<file path="config.mk">
export PLATFORM = sky130hd
export DESIGN_NAME = regfile_16
export DESIGN_NICKNAME = d
export VERILOG_FILES = /design/src/rtl/regfile_16_pkg.sv /design/src/rtl/register_32.sv /design/src/rtl/regfile_16.sv
export SDC_FILE = /design/constraint.sdc
export NUM_CORES = 1
export LEC_CHECK = 0
export ABC_CLOCK_PERIOD_IN_PS = 1300
export BUFFER_PORTS_ARGS = -buffer_cell sky130_fd_sc_hd__buf_2
export CORE_MARGIN = 8
export CORE_UTILIZATION = 40
export CTS_BUF_LIST = sky130_fd_sc_hd__clkbuf_8
export CTS_CLUSTER_SIZE = 10
export DETAILED_ROUTE_END_ITERATION = 7
export SLEW_MARGIN = 20
export SYNTH_ARGS = -nofsm -noshare
export SYNTH_HDL_FRONTEND = slang
export SYNTH_SLANG_ARGS = --single-unit
</file>
<file path="constraint.sdc">
create_clock -name i_clk -period 1.3 [get_ports i_clk]
set_input_delay 0.195 -clock i_clk [delete_from_list [all_inputs] [get_ports i_clk]]
set_output_delay 0.195 -clock i_clk [all_outputs]
set_load 0.05 [all_outputs]
</file>
<file path="src/rtl/regfile_16_pkg.sv">
// regfile_16_pkg: shared widths and defaults for the 16-entry register file
package regfile_16_pkg;
  localparam int DATA_W_DEF   = 32;
  localparam int NUM_REGS_DEF = 16;
  localparam int ADDR_W       = 4;
  localparam bit ZERO_REG_DEF = 1'b1;
endpackage

</file>
<file path="src/rtl/register_32.sv">
// register_32: DATA_W-bit D flip-flop with enable and asynchronous active-low clear
module register_32
  import regfile_16_pkg::*;
#(
  parameter int W = DATA_W_DEF
) (
  input  logic         i_clk,
  input  logic         i_rst_n,
  input  logic         i_en,
  input  logic [W-1:0] i_d,
  output logic [W-1:0] o_q
);
  always_ff @(posedge i_clk or negedge i_rst_n)
    if (!i_rst_n) o_q <= '0;
    else if (i_en) o_q <= i_d;
endmodule

</file>
<file path="src/rtl/regfile_16.sv">
// regfile_16: 16-entry register file, one write port, two registered read ports with write bypass
module regfile_16
  import regfile_16_pkg::*;
#(
  parameter int DATA_W   = DATA_W_DEF,
  parameter int NUM_REGS = NUM_REGS_DEF,
  parameter bit ZERO_REG = ZERO_REG_DEF
) (
  input  logic              i_clk,
  input  logic              i_rst_n,
  input  logic              i_wr_en,
  input  logic [ADDR_W-1:0] i_wr_addr,
  input  logic [DATA_W-1:0] i_wr_data,
  input  logic              i_rd_en_a,
  input  logic [ADDR_W-1:0] i_rd_addr_a,
  input  logic              i_rd_en_b,
  input  logic [ADDR_W-1:0] i_rd_addr_b,
  output logic [DATA_W-1:0] o_rd_data_a,
  output logic [DATA_W-1:0] o_rd_data_b,
  output logic              o_rd_valid_a,
  output logic              o_rd_valid_b
);
  logic [DATA_W-1:0]   w_regs [NUM_REGS];
  logic [NUM_REGS-1:0] w_we;
  logic                w_wr_ok;
  logic [DATA_W-1:0]   w_nxt_a, w_nxt_b;
  logic                r_valid_a, r_valid_b;
  // register 0 is never enabled when hardwired, so it stays at its reset value of zero
  assign w_wr_ok = i_wr_en && !(ZERO_REG && i_wr_addr == '0);
  assign w_we    = w_wr_ok ? NUM_REGS'(1) << i_wr_addr : '0;
  for (genvar g = 0; g < NUM_REGS; g++) begin : g_reg
    register_32 #(.W(DATA_W)) u_reg (
      .i_clk  (i_clk),
      .i_rst_n(i_rst_n),
      .i_en   (w_we[g]),
      .i_d    (i_wr_data),
      .o_q    (w_regs[g])
    );
  end
  assign w_nxt_a = (w_wr_ok && i_rd_addr_a == i_wr_addr) ? i_wr_data : w_regs[i_rd_addr_a];
  assign w_nxt_b = (w_wr_ok && i_rd_addr_b == i_wr_addr) ? i_wr_data : w_regs[i_rd_addr_b];
  register_32 #(.W(DATA_W)) u_rd_a (
    .i_clk  (i_clk),
    .i_rst_n(i_rst_n),
    .i_en   (i_rd_en_a),
    .i_d    (w_nxt_a),
    .o_q    (o_rd_data_a)
  );
  register_32 #(.W(DATA_W)) u_rd_b (
    .i_clk  (i_clk),
    .i_rst_n(i_rst_n),
    .i_en   (i_rd_en_b),
    .i_d    (w_nxt_b),
    .o_q    (o_rd_data_b)
  );
  always_ff @(posedge i_clk or negedge i_rst_n)
    if (!i_rst_n) begin
      r_valid_a <= 1'b0;
      r_valid_b <= 1'b0;
    end else begin
      r_valid_a <= i_rd_en_a;
      r_valid_b <= i_rd_en_b;
    end
  assign o_rd_valid_a = r_valid_a;
  assign o_rd_valid_b = r_valid_b;
endmodule

</file>
==> metrics.txt, run 1 <==
outcome=finished with violations; failing checks=setup timing; Worst Tran Pin Value=0.8163 ns; Final #Nets=2717; Cell Area, Placed=34220 um^2; power density cells=1523 nW/um^2; Yosys cell types=35; syn_nets=2376; Final Setup Violations=140; switching power=17.56 mW; Buf/Inv on CP=1; DP Cell Count=3444; Switching Share=30.26%; sequential area share after synthesis=48.61%; Place WS=-0.6001 ns; Routed Antenna Nets=0; total power=58.02 mW; Post-synth top flop=dfrtp_1; total grt overflow=0; Die Y=288.7 um; Iter 0 DRT Violations=1993; Worst Path Arrival=1.38 ns; endpoint type of the worst setup path=primary output; crit path setup slack, layout=-0.2721 ns; cell row count=100; startpoint types=flop; share of post-route cells with drive strength above 1=47.49%; Final TNS setup=-21.14 ns; Die ar.=83370 um^2; Clock Path Buffers=3; vias per inst=6.052; critical path cell sequence=buf_6; CTS tree=yes; Root Buffer=clkbuf_8; top-area cell type share of the netlist area=48.61%; Final Hold Vio Count=0; Peak VDD IR=0.0007422 V; Clock power frac=30.8%; Slew Viols, Final=0; cell taking the most area after synthesis=dfrtp_1; PortBufs=114; period utilization=120.9%; Ys Warns=0; CTS Sinks=578; maxcap violations=0; fraction of registers with async set/reset=100.0%; reported leakage power=17.27 nW; drt wl/cell=26.40 um; initial antenna violation count=1; Mapped Area=29750 um^2; pin count of the biggest net entering global routing=73; Max Fclk=636.1 MHz; # DRC=0; Die Span X=288.7 um; Worst-Skew Late Latency=0.74 ns; post-route cell area=38090 um^2; DR pass1 iterations=6; Synth top cells by count=578 x dfrtp_1, 382 x mux2_2, 225 x nand2_1; Int Pwr=40.46 mW; RSZ-0062 raised after global routing=true; syn_area_per_cell=12.79 um^2; highest cell delay on the worst timing path=0.46 ns; Core ar.=74070 um^2; via count=22530; initial core utilization=40.17%; #FFs+latches synth=578; num ports=115; Final HPWL DP=62.69 mm; worst setup path category=flop to primary output; CP top delay family=flip-flops; number of global-route vias before repair=23810; Slowest cell on crit path=dfrtp_2; Layout area overhead=28.01%; Final Skew=0.03021 ns; count leader, synth=dfrtp_1; Syn Inst Count=2327; GR Util All Layers=23.58%; Worst slew margin=45.40%; number of flops mapped to enable cells by yosys=0; total CTS buffers=99; CP max FO=2; Seq pwr share=42.6%; Non-Filler Instances=3722; H-tree Lvls=3; min-delay worst type=primary input to flop; final WL=98.27 mm; minimum clock period=1.572 ns; combinational share of power=26.6%; CTS clk-pin slew, worst paths=0.06 ns; CP Data Required Time=1.11 ns; GPL Wtd Cong=0.8302; global-route wire length before repair=150.2 mm; synth top area cells=dfrtp_1 49%, mux4_2 15%, mux2_2 14%
flip-flops by register name (all words and copies together) (netlist names):
register	count
g.u_reg.o_q	512
u_rd_a.o_q	32
u_rd_b.o_q	32
o_rd_valid_a	1
o_rd_valid_b	1
metal layers:
layer  track usage (%)  wire (um)  vias to the layer above
met5                 0          0                        -
li1                  -          -                     9398
met3             4.696       8027                      230
met4             8.877       2984                        0
met2             36.97      45360                     1073
met1             32.30      41890                    11820
metrics by stage:
step                      util, %  hold WS (ns)
final                       51.42        0.1054
after global routing        51.42        0.1102
after CTS                   50.93       0.06464
after detailed placement    46.20       0.07523
after global placement      46.20       0.07725
after floorplan                 -       -0.1006
worst paths after layout:
check	slack, ns	cells past startpoint	endpoint	startpoint
setup / recovery	-0.27	1	o_rd_data_b[30]	u_rd_b.o_q[30]$_DFFE_PN0P_
hold / removal	0.11	5	u_rd_a.o_q[5]$_DFFE_PN0P_	i_rd_addr_a[2]
setup reg to reg	-0.16	4	u_rd_a.o_q[28]$_DFFE_PN0P_	g_reg[13].u_reg.o_q[28]$_DFFE_PN0P_
hold reg to reg	0.40	0	g_reg[0].u_reg.o_q[3]$_DFFE_PN0P_	g_reg[0].u_reg.o_q[3]$_DFFE_PN0P_
max in group asynchronous	-0.16	3	u_rd_a.o_q[4]$_DFFE_PN0P_	i_rst_n
min in group asynchronous	0.16	3	g_reg[8].u_reg.o_q[11]$_DFFE_PN0P_	i_rst_n
cells by family (layout without fill, tap and decap cells):
group | count (synthesis) | in the layout | share of synthesized area (%)
flops | 578 | 578 | 48.61
mux | 704 | 704 | 33.37
buf+inv | 300 | 725 | 4.323
compound gates | 418 | 418 | 9.234
xor+xnor | 8 | 8 | 0.2355
simple gates | 319 | 319 | 4.230
other cells | 0 | 1 | 0
area by class of cell:
cell class                 instances  area [um^2]
fill                            6298        35980
timing repair buffer             507         5243
inverter                          33        123.9
clock inverter                    53        365.4
sequential                       578        14490
multi-input combinational       1449        14840
clock buffer                     132         1817
tap                              969         1212
antenna                            1        2.502
power by group through the flow:
stage                     Combinational [mW]  Clock (mW)  Sequential [mW]
after global routing                    16.5        19.0             25.2
after global placement                  13.4           0             24.6
after CTS                               15.0        18.2             24.7
after floorplan                         8.55           0             24.9
final                                   15.4        17.9             24.7
after detailed placement                13.8           0             24.9
cell usage in the layout (no fill, tap or decap), drive strengths merged, types with 4 or more instances in the layout:
cell,instances
nor2,75
clkinv,14
mux4,192
clkbuf,134
xor2,6
nand2,225
o21ai,223
bufinv,4
a31oi,64
a221oi,63
dlygate4sd3,39
inv,67
a41o,64
dfrtp,578
mux2i,129
buf,466
mux2,383
timing repair:
item,in CTS,in global routing
resized for setup,238,54
hold buffers,39,1
buffers inserted,28,25
hold endpoints to repair,1074,10
gates cloned,0,0
setup endpoints to repair,129,140
pin swaps,77,14
Note: power is estimated with default switching activity, not from simulation.
==> inputs of run 2 (changes only) <==
- ABC_CLOCK_PERIOD_IN_PS: 1300 -> 1600
- MAX_ROUTING_LAYER: unset -> met4
- clock period: 1.3 -> 1.6 ns (I/O delays scaled with it)
==> metrics.txt, run 2 (synthesis results as in run 1) <==
Final HPWL DP=64.81 mm (+3.4%); Final Skew=0.03189 ns (+0.001680 ns); Int Pwr=31.06 mW (-23%); Worst Path Arrival=1.35 ns (-0.03 ns); combinational share of power=23.8% (-2.8 points); Slew Viols, Final=0 (unchanged); GPL Wtd Cong=0.8830 (+6.4%); Clock power frac=31.3% (+0.5 points); crit path setup slack, layout=0.01320 ns (+0.2853 ns); worst reg-to-reg path cell count=3 (-1); total grt overflow=0 (unchanged); DR pass1 iterations=5 (-1); num ports=115 (unchanged); CP top delay family=flip-flops; Hold Slack=0.02972 ns (-0.07564 ns); total power=44.87 mW (-23%); CTS Sinks=578 (unchanged); commonest non-fill, non-tap cell in the layout=dfrtp_1; period utilization=99.18%; Peak VDD IR=0.0006289 V (-15%); Switching Share=30.79% (+0.52 points); Non-Filler Instances=3585 (-3.7%); Filler Cells Inserted=6412 (+1.8%); endpoint type of the worst setup path=primary output; H-tree Lvls=3 (unchanged); biggest registers after layout=g.u_reg.o_q x512, u_rd_a.o_q x32, u_rd_b.o_q x32; final WL=97.13 mm (-1.2%); Die Span X=288.7 um (unchanged); Storage cell area=14470 um^2 (about the same); Core Util, Final=48.86% (-2.6 points); critical path cell sequence=buf_6; global-route wire length before repair=147.8 mm (-1.6%); Core ar.=74070 um^2 (unchanged); Final Hold Vio Count=0 (unchanged); Iter 0 DRT Violations=1897 (-4.8%); PortBufs=114 (unchanged); min-delay worst type=primary input to async pin; max reg flops=512 (unchanged); Routed Antenna Nets=0 (unchanged); Final Setup Violations=0 (-100%); reported leakage power=16.07 nW (-6.9%); Place WS=-0.3779 ns (+0.2222 ns); # DRC=0 (unchanged); Biggest register=g.u_reg.o_q; total CTS buffers=97 (-2.0%); Max Fclk=630.2 MHz; Layout area overhead=21.63%; power density cells=1240 nW/um^2 (-19%); minimum clock period=1.587 ns; commonest non-fill, non-tap cells in the layout=571 x dfrtp_1, 382 x mux2_2, 225 x nand2_1; Root Buffer=clkbuf_8; initial antenna violation count=1 (unchanged); pin count of the biggest net entering global routing=84 (+15%); highest cell delay on the worst timing path=0.44 ns (-0.02 ns); Worst Tran Pin Value=0.6001 ns (-0.2162 ns); Worst-Skew Late Latency=0.72 ns (-0.02 ns); startpoint types=flop; GR Util All Layers=24.05% (+0.48 points); maxcap violations=0 (unchanged); Worst R2R Start=g_reg[11].u_reg.o_q[13]$_DFFE_PN0P_; Cell Area, Placed=33460 um^2 (-2.2%); Buf/Inv on CP=1 (unchanged); vias per inst=5.993 (-0.98%); CTS tree=yes; Slowest cell on crit path=dfrtp_1; CP max FO=2 (unchanged); Die ar.=83370 um^2 (unchanged); post-route cell area=36190 um^2 (-5.0%); Clock Path Buffers=3 (unchanged); CP Data Required Time=1.36 ns (+0.25 ns); number of global-route vias before repair=22980 (-3.5%); DP Cell Count=3368 (-2.2%); crit path from=u_rd_b.o_q[16]$_DFFE_PN0P_; Worst slew margin=59.90% (+14 points); initial core utilization=40.17% (unchanged); cell row count=100 (unchanged); outcome=completed; RSZ-0062 raised after global routing=true; Final #Nets=2584 (-4.9%); Critical Path Stages=1 (unchanged); via count=21480 (-4.6%); drt wl/cell=27.09 um (+2.6%); multi-input gate area in the final layout=14140 um^2 (-4.7%); switching power=13.81 mW (-21%); share of post-route cells with drive strength above 1=42.35% (-5.1 points); Seq pwr share=44.9% (+2.3 points); Final TNS setup=0 ns (+21.14 ns); Die Y=288.7 um (unchanged); worst setup path category=flop to primary output; CTS clk-pin slew, worst paths=0.06 ns (about the same)
-- run 2: cell types whose count changed in the layout (fill, tap and decap cells not counted), sizes merged --
cell,previous run,this run
buf,466,339
clkbuf,134,126
dlygate4sd3,39,35
inv,67,54
diode,1,2
clkinv,14,26
clkinvlp,1,3
-- run 2: cell type report --
| cell class | count | share of cell area [%] |
|---|---|---|
| timing repair buffer | 376 | 11.48 |
| tap | 969 | 3.350 |
| clock buffer | 124 | 4.716 |
| antenna | 2 | 0.01383 |
| clock inverter | 54 | 1.023 |
| multi-input combinational | 1449 | 39.08 |
| inverter | 33 | 0.3423 |
| sequential | 578 | 39.99 |
-- run 2: worst paths after layout --
kind / to / slack [ns]
max: o_rd_data_b[16] / 0.01
min: g_reg[4].u_reg.o_q[1]$_DFFE_PN0P_ / 0.03
max reg2reg: u_rd_a.o_q[13]$_DFFE_PN0P_ / 0.03
min reg2reg: g_reg[0].u_reg.o_q[6]$_DFFE_PN0P_ / 0.40
max in group asynchronous: u_rd_a.o_q[8]$_DFFE_PN0P_ / 0.76
min in group i_clk: u_rd_a.o_q[5]$_DFFE_PN0P_ / 0.07
-- run 2: per-layer routing --
layer | vias to the layer above | global-route usage (%) | wire [um]
met3 | 191 | 5.136 | 7763
met1 | 11240 | 31.69 | 41050
met4 | 0 | 7.708 | 2671
met2 | 932 | 37.16 | 45640
met5 | - | - | 0
li1 | 9119 | - | -
-- run 2: power by group through the flow --
stage / clock (mW) / sequential (mW) / combinational (mW)
2_1_floorplan: 0 / 20.3 / 6.61
3_3_place_gp: 0 / 20.0 / 10.0
3_5_place_dp: 0 / 20.3 / 10.4
4_1_cts: 14.3 / 20.1 / 10.7
5_1_grt: 15.0 / 20.5 / 11.5
6_report: 14.1 / 20.1 / 10.7
-- run 2: repair_timing --
action,in CTS,in global routing
endpoints found under the hold margin,963,0
buffers inserted,2,0
hold buffers,35,0
resized for setup,101,2
endpoints found under the setup margin,63,9
cloned,0,0
